<file path="src/rtl/painel_scan_scheduler_if.sv">
// Control/status bundle between the panel controller and the column scan scheduler.
// The scheduler itself uses the slave modport.
interface painel_scan_scheduler_if #(
  parameter int NUM_COLS  = 5,
  parameter int COL_W     = 3,
  parameter int DIV_WIDTH = 16,
  parameter int OFS_W     = 6
);
  logic                 EN;
  logic                 DIV_LOAD;
  logic [DIV_WIDTH-1:0] DIV_VAL;
  logic [7:0]           SCROLL_PERIOD;
  logic                 STEP;
  logic [OFS_W-1:0]     MSG_LEN;
  logic                 TICK;
  logic [NUM_COLS-1:0]  COL_SEL;
  logic [COL_W-1:0]     COL_IDX;
  logic                 FRAME_DONE;
  logic [OFS_W-1:0]     SCROLL_OFS;
  logic                 BUSY;

  modport master (
    output EN, DIV_LOAD, DIV_VAL, SCROLL_PERIOD, STEP, MSG_LEN,
    input  TICK, COL_SEL, COL_IDX, FRAME_DONE, SCROLL_OFS, BUSY
  );

  modport slave (
    input  EN, DIV_LOAD, DIV_VAL, SCROLL_PERIOD, STEP, MSG_LEN,
    output TICK, COL_SEL, COL_IDX, FRAME_DONE, SCROLL_OFS, BUSY
  );
endinterface

</file>
<file path="src/rtl/painel_scan_scheduler.sv">
// LED-matrix column scan scheduler: loadable prescaler, scan/blank FSM and
// frame-based scroll offset generator.
module painel_scan_scheduler #(
  parameter int                   NUM_COLS    = 5,
  parameter int                   COL_W       = 3,
  parameter int                   DIV_WIDTH   = 16,
  parameter logic [DIV_WIDTH-1:0] DIV_DEFAULT = 16'd999,
  parameter int                   BLANK_CYC   = 2,
  parameter int                   OFS_W       = 6
) (
  input logic                    CLK,
  input logic                    RST_N,
  painel_scan_scheduler_if.slave bus
);

  typedef enum logic [1:0] {
    IDLE  = 2'd0,
    SCAN  = 2'd1,
    BLANK = 2'd2
  } state_e;

  localparam int               BLK_W    = (BLANK_CYC > 2) ? $clog2(BLANK_CYC) : 1;
  localparam logic [COL_W-1:0] LAST_COL = COL_W'(NUM_COLS - 1);
  localparam logic [BLK_W-1:0] BLK_INIT = BLK_W'((BLANK_CYC > 0) ? (BLANK_CYC - 1) : 0);

  state_e               state_q, state_d;
  logic [DIV_WIDTH-1:0] pcnt_q, pcnt_d;
  logic [DIV_WIDTH-1:0] div_active_q, div_active_d;
  logic [DIV_WIDTH-1:0] div_shadow_q, div_shadow_d;
  logic [BLK_W-1:0]     blank_q, blank_d;
  logic [COL_W-1:0]     col_idx_q, col_idx_d;
  logic [NUM_COLS-1:0]  col_sel_q, col_sel_d;
  logic                 frame_done_q, frame_done_d;
  logic [7:0]           frame_cnt_q, frame_cnt_d;
  logic [OFS_W-1:0]     scroll_ofs_q, scroll_ofs_d;
  logic                 busy_q, busy_d;

  logic                 tick_s;
  logic                 frame_end_s;
  logic [COL_W-1:0]     col_next_s;
  logic [OFS_W:0]       ofs_inc_s;
  logic [OFS_W:0]       len_eff_s;
  logic [OFS_W-1:0]     ofs_next_s;

  assign tick_s      = (state_q == SCAN) && (pcnt_q == div_active_q);
  assign frame_end_s = tick_s && bus.EN && (col_idx_q == LAST_COL);
  assign col_next_s  = (col_idx_q == LAST_COL) ? '0 : (col_idx_q + COL_W'(1));
  assign ofs_inc_s   = {1'b0, scroll_ofs_q} + (OFS_W + 1)'(1);
  // A zero message length behaves as a single-column message.
  assign len_eff_s   = (bus.MSG_LEN == '0) ? (OFS_W + 1)'(1) : {1'b0, bus.MSG_LEN};
  assign ofs_next_s  = (ofs_inc_s >= len_eff_s) ? '0 : ofs_inc_s[OFS_W-1:0];

  // Next-state logic for the scan FSM, prescaler, scroll scheduler and output registers.
  always_comb begin
    state_d      = state_q;
    pcnt_d       = pcnt_q;
    div_active_d = div_active_q;
    div_shadow_d = bus.DIV_LOAD ? bus.DIV_VAL : div_shadow_q;
    blank_d      = blank_q;
    col_idx_d    = col_idx_q;
    frame_done_d = 1'b0;
    frame_cnt_d  = frame_cnt_q;
    scroll_ofs_d = scroll_ofs_q;

    case (state_q)
      IDLE: begin
        pcnt_d       = '0;
        col_idx_d    = '0;
        div_active_d = div_shadow_d;
        if (bus.EN) begin
          state_d = SCAN;
        end else begin
          state_d = IDLE;
        end
      end
      SCAN: begin
        if (!bus.EN) begin
          state_d     = IDLE;
          pcnt_d      = '0;
          col_idx_d   = '0;
          frame_cnt_d = '0;
        end else if (tick_s) begin
          pcnt_d       = '0;
          col_idx_d    = col_next_s;
          frame_done_d = (col_idx_q == LAST_COL);
          if (BLANK_CYC > 0) begin
            state_d = BLANK;
            blank_d = BLK_INIT;
          end else begin
            state_d      = SCAN;
            div_active_d = div_shadow_d;
          end
        end else begin
          pcnt_d = pcnt_q + DIV_WIDTH'(1);
        end
      end
      BLANK: begin
        if (!bus.EN) begin
          state_d     = IDLE;
          pcnt_d      = '0;
          col_idx_d   = '0;
          frame_cnt_d = '0;
        end else if (blank_q == '0) begin
          state_d      = SCAN;
          pcnt_d       = '0;
          div_active_d = div_shadow_d;
        end else begin
          blank_d = blank_q - BLK_W'(1);
        end
      end
      default: begin
        state_d   = IDLE;
        pcnt_d    = '0;
        col_idx_d = '0;
      end
    endcase

    // Manual mode pins the frame counter; auto mode steps on completed frames only.
    if (bus.SCROLL_PERIOD == 8'd0) begin
      frame_cnt_d = '0;
      if (bus.STEP) begin
        scroll_ofs_d = ofs_next_s;
      end else begin
        scroll_ofs_d = scroll_ofs_q;
      end
    end else if (frame_end_s) begin
      if (frame_cnt_q >= (bus.SCROLL_PERIOD - 8'd1)) begin
        frame_cnt_d  = '0;
        scroll_ofs_d = ofs_next_s;
      end else begin
        frame_cnt_d = frame_cnt_q + 8'd1;
      end
    end else begin
      scroll_ofs_d = scroll_ofs_q;
    end

    col_sel_d = (state_d == SCAN) ? (NUM_COLS'(1) << col_idx_d) : '0;
    busy_d    = (state_d != IDLE);
  end

  // State and output registers.
  always_ff @(posedge CLK or negedge RST_N) begin
    if (!RST_N) begin
      state_q      <= IDLE;
      pcnt_q       <= '0;
      div_active_q <= DIV_DEFAULT;
      div_shadow_q <= DIV_DEFAULT;
      blank_q      <= '0;
      col_idx_q    <= '0;
      col_sel_q    <= '0;
      frame_done_q <= 1'b0;
      frame_cnt_q  <= '0;
      scroll_ofs_q <= '0;
      busy_q       <= 1'b0;
    end else begin
      state_q      <= state_d;
      pcnt_q       <= pcnt_d;
      div_active_q <= div_active_d;
      div_shadow_q <= div_shadow_d;
      blank_q      <= blank_d;
      col_idx_q    <= col_idx_d;
      col_sel_q    <= col_sel_d;
      frame_done_q <= frame_done_d;
      frame_cnt_q  <= frame_cnt_d;
      scroll_ofs_q <= scroll_ofs_d;
      busy_q       <= busy_d;
    end
  end

  assign bus.TICK       = tick_s;
  assign bus.COL_SEL    = col_sel_q;
  assign bus.COL_IDX    = col_idx_q;
  assign bus.FRAME_DONE = frame_done_q;
  assign bus.SCROLL_OFS = scroll_ofs_q;
  assign bus.BUSY       = busy_q;

endmodule

</file>
<file path="src/flat_wrapper.sv">
// flat-port wrapper written by rule: the top's interface ports become plain ports
module painel_scan_scheduler_flat 
#(
  parameter int                   NUM_COLS    = 5,
  parameter int                   COL_W       = 3,
  parameter int                   DIV_WIDTH   = 16,
  parameter logic [DIV_WIDTH-1:0] DIV_DEFAULT = 16'd999,
  parameter int                   BLANK_CYC   = 2,
  parameter int                   OFS_W       = 6
)
  (CLK, RST_N, bus_EN, bus_DIV_LOAD, bus_DIV_VAL, bus_SCROLL_PERIOD, bus_STEP, bus_MSG_LEN, bus_TICK, bus_COL_SEL, bus_COL_IDX, bus_FRAME_DONE, bus_SCROLL_OFS, bus_BUSY);
  painel_scan_scheduler_if #(.NUM_COLS(NUM_COLS), .COL_W(COL_W), .DIV_WIDTH(DIV_WIDTH), .OFS_W(OFS_W)) bus_i ();
  input logic CLK;
  input logic RST_N;
  input wire logic [$bits(bus_i.EN)-1:0] bus_EN;
  input wire logic [$bits(bus_i.DIV_LOAD)-1:0] bus_DIV_LOAD;
  input wire logic [$bits(bus_i.DIV_VAL)-1:0] bus_DIV_VAL;
  input wire logic [$bits(bus_i.SCROLL_PERIOD)-1:0] bus_SCROLL_PERIOD;
  input wire logic [$bits(bus_i.STEP)-1:0] bus_STEP;
  input wire logic [$bits(bus_i.MSG_LEN)-1:0] bus_MSG_LEN;
  output wire logic [$bits(bus_i.TICK)-1:0] bus_TICK;
  output wire logic [$bits(bus_i.COL_SEL)-1:0] bus_COL_SEL;
  output wire logic [$bits(bus_i.COL_IDX)-1:0] bus_COL_IDX;
  output wire logic [$bits(bus_i.FRAME_DONE)-1:0] bus_FRAME_DONE;
  output wire logic [$bits(bus_i.SCROLL_OFS)-1:0] bus_SCROLL_OFS;
  output wire logic [$bits(bus_i.BUSY)-1:0] bus_BUSY;
  assign bus_i.EN = bus_EN;
  assign bus_i.DIV_LOAD = bus_DIV_LOAD;
  assign bus_i.DIV_VAL = bus_DIV_VAL;
  assign bus_i.SCROLL_PERIOD = bus_SCROLL_PERIOD;
  assign bus_i.STEP = bus_STEP;
  assign bus_i.MSG_LEN = bus_MSG_LEN;
  assign bus_TICK = bus_i.TICK;
  assign bus_COL_SEL = bus_i.COL_SEL;
  assign bus_COL_IDX = bus_i.COL_IDX;
  assign bus_FRAME_DONE = bus_i.FRAME_DONE;
  assign bus_SCROLL_OFS = bus_i.SCROLL_OFS;
  assign bus_BUSY = bus_i.BUSY;
  painel_scan_scheduler #(.NUM_COLS(NUM_COLS), .COL_W(COL_W), .DIV_WIDTH(DIV_WIDTH), .DIV_DEFAULT(DIV_DEFAULT), .BLANK_CYC(BLANK_CYC), .OFS_W(OFS_W)) u_core (.CLK(CLK), .RST_N(RST_N), .bus(bus_i));
endmodule
</file>
<file path="config.mk">
export PLATFORM = sky130hd
export DESIGN_NAME = painel_scan_scheduler_flat
export DESIGN_NICKNAME = d
export VERILOG_FILES = /design/src/rtl/painel_scan_scheduler_if.sv /design/src/rtl/painel_scan_scheduler.sv /design/src/flat_wrapper.sv
export SDC_FILE = /design/constraint.sdc
export NUM_CORES = 1
export LEC_CHECK = 0
export BUFFER_PORTS_ARGS = -buffer_cell sky130_fd_sc_hd__buf_4
export CAP_MARGIN = 5
export CORE_AREA = 2 2 107 109
export CTS_CLUSTER_DIAMETER = 40
export DETAILED_ROUTE_END_ITERATION = 8
export DIE_AREA = 0 0 109 111
export HOLD_SLACK_MARGIN = 0.05
export PLACE_DENSITY = 0.65
export SYNTH_ARGS = -nofsm -noshare
export SYNTH_HDL_FRONTEND = slang
export SYNTH_SLANG_ARGS = --single-unit
</file>
<file path="constraint.sdc">
create_clock -name CLK -period 2.15 [get_ports CLK]
set_input_delay 0.215 -clock CLK [delete_from_list [all_inputs] [get_ports CLK]]
set_output_delay 0.215 -clock CLK [all_outputs]
set_load 0.02 [all_outputs]
</file>
==> results of run 1 <==
[routing by layer]
| layer | routed length, um | track usage [%] |
|---|---|---|
| met4 | 121 | 4.62 |
| met5 | 0 | 0 |
| met2 | 4830 | 27.9 |
| met3 | 347 | 3.23 |
| met1 | 4130 | 21.5 |
[Yosys cell counts (all sizes together), types with 4 or more instances]
| library cell | number | area share, % |
|---|---|---|
| and2 | 4 | 0.59 |
| xnor2 | 24 | 5.1 |
| a31oi | 6 | 1.2 |
| xor2 | 4 | 0.82 |
| a21oi | 13 | 1.6 |
| nand2 | 34 | 3.2 |
| a22o | 4 | 0.82 |
| clkbuf | 6 | 0.53 |
| and3 | 7 | 1.0 |
| mux2i | 5 | 1.2 |
| dfrtp | 59 | 35 |
| a211oi | 4 | 1.4 |
| mux2 | 33 | 8.7 |
| o21ai | 42 | 4.9 |
| nand2b | 5 | 0.73 |
| nor2 | 21 | 1.9 |
| ha | 25 | 7.3 |
| nor2b | 4 | 0.59 |
| buf | 7 | 1.1 |
| a21o | 4 | 0.70 |
| nand3 | 21 | 2.5 |
| inv | 25 | 2.2 |
| dfstp | 16 | 9.9 |
| nand4 | 10 | 1.8 |
[registers in the layout, summed over array words and instances (netlist names)]
| signal | cells |
|---|---|
| u_core.div_active_q | 16 |
| u_core.frame_cnt_q | 8 |
| u_core.blank_q | 1 |
| u_core.pcnt_q | 16 |
| u_core.bus.BUSY | 1 |
| u_core.bus.SCROLL_OFS | 6 |
| u_core.div_shadow_q | 16 |
| u_core.bus.COL_IDX | 3 |
| u_core.bus.FRAME_DONE | 1 |
| u_core.state_q | 2 |
| u_core.bus.COL_SEL | 5 |
[final cells by class]
cell class,instances,share of cell area [%]
Tap cell,143,3.02
Timing Repair Buffer,112,15.8
Clock buffer,11,4.27
Multi-Input combinational cell,296,42.3
Clock inverter,5,0.994
Sequential cell,75,32.1
Inverter,25,1.59
[worst register-to-register path, delay by kind of cell, from the launching register on]
family | cells | cell delay (ps)
XOR/XNOR | 1 | 110
AND/OR/NAND/NOR | 5 | 840
buffers and inverters | 2 | 320
multiplexers | 1 | 290
flip-flops | 1 | 550
[final timing paths]
kind                                    startpoint                  endpoint  slack (ps)  cells past startpoint
max                           bus_SCROLL_PERIOD[4]  u_core.bus.SCROLL_OFS[0]        -140                     13
min                                bus_DIV_VAL[10]   u_core.div_shadow_q[10]         130                      2
max reg2reg                 u_core.div_active_q[8]  u_core.bus.SCROLL_OFS[0]         -70                      9
min reg2reg                u_core.div_shadow_q[15]   u_core.div_shadow_q[15]         500                      1
max in group asynchronous                    RST_N  u_core.bus.SCROLL_OFS[2]        1350                      3
min in group asynchronous                    RST_N   u_core.div_active_q[13]         410                      3
[logic make-up (layout without fill, tap and decap cells)]
logic type                 count (synthesis)  after routing
buffers and inverters                     38            153
and+or+nand+nor                          121            121
AOI/OAI and AO/OA                         84             84
muxes                                     38             38
xor gates and xnor gates                  28             28
adders and majority gates                 25             25
DFF                                       75             75
[report_power, final]
part | internal (mW) | switching [mW]
logic | 0.368 | 0.319
registers | 1.55 | 0.0731
clock network | 0.963 | 0.580
total | 2.89 | 0.973
[metrics by stage]
step           instance area, sq um  instances  power, mW  setup TNS, ps
2_1_floorplan                  4330        409       2.02          -1990
3_3_place_gp                   5210        639       2.26          -6570
3_5_place_dp                   5210        639       2.28          -7720
4_1_cts                        5670        664       3.85          -1170
5_1_grt                        5920        667       4.04          -4480
6_report                       5920        667       3.86          -1370
[repair_timing]
item	CTS	global route
pin swaps	21	29
setup endpoints to repair	33	34
endpoints found under the hold margin	59	0
buffers inserted	8	3
hold buffers	1	0
resized for setup	20	56
==> flow_metrics.tcl, run 1 <==
set metrics [dict create \
    detailedPlace.worstSlack_ps -562 \
    power_density_nw_per_um2 652 \
    synth_xor_area_share_pct 5.92 \
    clk_pin_slew_ps 60 \
    finalWorstPathRequiredPeriod_ps 2290 \
    die_x_um 109 \
    ys_types 53 \
    nets 579 \
    p_leak_nw 2.70 \
    min_period_over_period_pct 106 \
    drt-total-wl_um 9430 \
    fill_cells 985 \
    crit_top_cell "buf_4" \
    htree_levels 3 \
    die-height_um 111 \
    relSlewSlack_pct 66.0 \
    end_kind "register" \
    multi_input_area_sq_um 2500 \
    drc 0 \
    critPathRequiredTime_ps 2360 \
    cp_slowest_stage_delay_ps 560 \
    avgSynthCellArea_sq_um 10.4 \
    viasPerCell 5.12 \
    drt-initial-drc-count 186 \
    ant_nets 0 \
    ys_ff_latch 75 \
    cts_tree "done" \
    syn_inst 409 \
    cts_buffers 9 \
    clock.fmax_mhz 437 \
    status "complete, but fails checks" \
    synth.mux.area_fraction_pct 9.88 \
    num_antenna_cells 0 \
    critPathLaunchType "primary input" \
    async_flop_share_pct 100 \
    globalRouteTotalUtil_pct 16.6 \
    syn_area_sq_um 4270 \
    path_cells "buf_6 -> or4_4 -> nor2_4 -> nand2_1 -> xor2_1 -> ha_2 -> a2111oi_4 -> buf_4 -> a22oi_2 -> buf_4 -> nand3b_4 -> nand2_4 -> mux2_4" \
    die_area_sq_um 12100 \
    antenna_found_initial 0 \
    finalClockSkew_ps 6.02 \
    seqCellArea_sq_um 1900 \
    vias 3416 \
    grt_remaining_overflow 0 \
    mostFrequentLayoutCells "95 x buf_4, 58 x dfrtp_1, 32 x mux2_2" \
    drtPass1Iterations 4 \
    synth_simple_gate_area_share_pct 15.7 \
    area_delta_synth_final_pct 38.7 \
    synth_top_family_by_area "simple AND/OR/NAND/NOR gates" \
    synthFlopType "dfrtp_1" \
    rsz0062_at_grt "true" \
    cts_sinks 75 \
    core_sq_um 11100 \
    hold_class "in2reg" \
    grt_max_degree 76 \
    violations "setup timing" \
    crit_slowest_cell "or4_4" \
    rows 39 \
    dpl.hpwl_um 6650 \
    first_global_vias 3497 \
    ioPinCount 52 \
    synth-compound-area-share_pct 12.9 \
    finalHoldViolations 0 \
    setup_viol 17 \
    initial_utilization_pct 38.5 \
    cpLargestDelayFamily "simple AND/OR/NAND/NOR gates" \
    synth_fa_ha_area_share_pct 7.33 \
    ys_warn_count 0 \
    final_common_cell "buf_4" \
    cts_root_buffer "clkbuf_16" \
    grt_pass1_wl_um 16100 \
    clockBufferDepth 2 \
    peakVddDrop_uv 596 \
    worstMarginPinSlew_ps 510 \
    crit_buf_inv 3 \
    critical_path_class "in2reg" \
    maxCapViolations 0 \
    hold_slack_ps 131 \
    synth-edff-count 0 \
    numPortBuffers 51 \
    crit_fanout 3 \
    maxSlewViolCount 0 \
    routabilityCongestion 0.781 \
    syn-num-nets 469 \
    yosysSeqAreaShare_pct 44.4 \
    wl_per_cell_um 14.1 \
    setup_slack_ps -138 \
    cp.arrival_ps 2500 \
    clock_latency_ps 330 \
    layout-drive-gt1-share_pct 46.0 \
    fin_util_pct 53.4 \
]
(Power assumes the default switching activity.)
==> run 2: changes to the inputs <==
--- a/config.mk
+++ b/config.mk
@@ -7,12 +7,12 @@
 export LEC_CHECK = 0
 export BUFFER_PORTS_ARGS = -buffer_cell sky130_fd_sc_hd__buf_4
 export CAP_MARGIN = 5
-export CORE_AREA = 2 2 107 109
+export CORE_AREA = 2 2 123 125
 export CTS_CLUSTER_DIAMETER = 40
 export DETAILED_ROUTE_END_ITERATION = 8
-export DIE_AREA = 0 0 109 111
+export DIE_AREA = 0 0 125 127
 export HOLD_SLACK_MARGIN = 0.05
-export PLACE_DENSITY = 0.65
+export PLACE_DENSITY = 0.53
 export SYNTH_ARGS = -nofsm -noshare
 export SYNTH_HDL_FRONTEND = slang
 export SYNTH_SLANG_ARGS = --single-unit
==> run 2 against run 1 <==
  * The flow still finishes with violations (setup timing)
  * Cell count grew 6.6%
  * Count of clock-buffer cells in the layout decreased by 1
  * Core utilization fell by 12 points
  * Critical path depth is 5 lower
  * Via count is 2.0% lower
  * Global-route usage shrank 3.7 points
  * Clock power grew 17%
  * Highest routed layer unchanged
==> flow_metrics.tcl, run 2 (same netlist as run 1, synthesis figures left out) <==
set metrics [dict create \
    status "complete, but fails checks" \
    violations "setup timing" \
    dpl.hpwl_um 7180 \
    ioPinCount 52 \
    r2r_start "u_core.div_active_q[8]" \
    cts_buffers 9 \
    critPathRequiredTime_ps 1930 \
    rr_endpoint "u_core.frame_cnt_q[5]" \
    grt_max_degree 42 \
    p_leak_nw 2.71 \
    mostFrequentLayoutCells "93 x buf_4, 58 x dfrtp_1, 32 x mux2_2" \
    vias 3346 \
    critPathLaunchType "register" \
    fin_util_pct 41.8 \
    peakVddDrop_uv 540 \
    final-instance-count-excl-fill 711 \
    setup_slack_ps -126 \
    relSlewSlack_pct 63.2 \
    grt_pass1_wl_um 17000 \
    wl_per_cell_um 13.7 \
    worstMarginPinSlew_ps 551 \
    rrSetupSlack_ps -90 \
    drt-total-wl_um 9740 \
    cts_sinks 75 \
    antenna_found_initial 0 \
    design_area_sq_um 6030 \
    cp.arrival_ps 2060 \
    drt-initial-drc-count 108 \
    viasPerCell 4.71 \
    critical_path_class "reg2out" \
    num_antenna_cells 0 \
    hold_depth 2 \
    die_area_sq_um 15900 \
    rows 44 \
    final_common_cell "buf_4" \
    fill_cells 1412 \
    drtPass1Iterations 4 \
    seqCellArea_sq_um 1900 \
    cts_tree "done" \
    routabilityCongestion 0.791 \
    place_area_sq_um 5300 \
    total_power_mw 4.10 \
    clock_latency_ps 340 \
    rsz0062_at_grt "true" \
    clock.fmax_mhz 439 \
    cts_root_buffer "clkbuf_16" \
    crit_fanout 2 \
    globalRouteTotalUtil_pct 12.9 \
    nets 582 \
    die_x_um 125 \
    worstHoldStart "bus_DIV_VAL[1]" \
    detailedPlace.worstSlack_ps -529 \
    initial_utilization_pct 29.6 \
    clockBufferDepth 2 \
    hold_slack_ps 125 \
    die-height_um 127 \
    core_sq_um 14400 \
    numPortBuffers 51 \
    setup_viol 16 \
    min_period_over_period_pct 106 \
    finalHoldViolations 0 \
    maxSlewViolCount 0 \
    reg_top3 "u_core.div_active_q (16), u_core.div_shadow_q (16), u_core.pcnt_q (16)" \
    ff2ff_path_depth 11 \
    power_density_nw_per_um2 681 \
    multi_input_area_sq_um 2480 \
    hold_path_end "u_core.div_shadow_q[1]" \
    tns_ps -912 \
    drc 0 \
    layout-drive-gt1-share_pct 44.2 \
    maxCapViolations 0 \
    grt_remaining_overflow 0 \
    finalClockSkew_ps 6.89 \
    finalWorstPathRequiredPeriod_ps 2280 \
    first_global_vias 3576 \
    htree_levels 3 \
    area_delta_synth_final_pct 41.2 \
    hold_class "in2reg" \
    clk_pin_slew_ps 60 \
    ant_nets 0 \
    dp.cells 685 \
    end_kind "output pin" \
]
## run 2: cell count changes in the layout (fill, tap and decap cells not counted), moves of 3 or more
cell | before | now
a31oi_1 | 1 | 4
nand3_1 | 16 | 19
buf_6 | 12 | 15
nand3_2 | 5 | 1
## run 2: timing repair
item	4_1_cts	5_1_grt
pin swaps	18	29
gates resized for setup	29	43
cloned	0	1
buffers inserted	4	4
setup endpoints to repair	33	35
endpoints found under the hold margin	26	0
hold buffers	1	0
## run 2: area by class of cell
type,instances,share of cell area (%)
Clock buffer,10,3.97
Clock inverter,6,1.97
Inverter,25,1.56
Multi-Input combinational cell,296,41.1
Sequential cell,75,31.5
Tap cell,184,3.82
Timing Repair Buffer,115,16.1
## run 2: where the power goes
part | switching [mW] | internal (mW) | leakage, nW | total [mW]
Clock | 0.615 | 1.18 | 0.176 | 1.80
Combinational | 0.316 | 0.364 | 1.62 | 0.680
Sequential | 0.0742 | 1.55 | 0.921 | 1.63
Total | 1.01 | 3.10 | 2.71 | 4.10
## run 2: how the worst max path moves through the flow
| stage | endpoint | slack (ps) | cells after the start | startpoint |
|---|---|---|---|---|
| after floorplan | u_core.frame_cnt_q[3] | -320 | 11 | bus_SCROLL_PERIOD[5] |
| after global placement | u_core.bus.SCROLL_OFS[2] | -500 | 14 | bus_SCROLL_PERIOD[5] |
| after detailed placement | u_core.bus.SCROLL_OFS[2] | -530 | 14 | bus_SCROLL_PERIOD[5] |
| after CTS | u_core.frame_cnt_q[2] | -120 | 13 | bus_SCROLL_PERIOD[5] |
| after global routing | bus_TICK | -230 | 8 | u_core.div_active_q[8] |
| final | bus_TICK | -130 | 8 | u_core.div_active_q[8] |
## run 2: layer usage
metal | vias to the layer above | routed length [um] | GRT usage [%] | share of wire, %
li1 | 1672 | - | - | -
met1 | 1599 | 4410 | 15.9 | 45
met2 | 64 | 4860 | 22.7 | 50
met3 | 11 | 377 | 3.64 | 3.9
met4 | 0 | 92 | 2.48 | 0.94
met5 | - | 0 | 0 | 0
## run 2: critical path: stages, from the launching register on
cell and delay [ps]:
dfstp_2 550, xnor2_2 100, nand4_1 170, nor4_4 310, buf_6 140, buf_4 110
buf_6 90, and2_4 140, buf_6 110
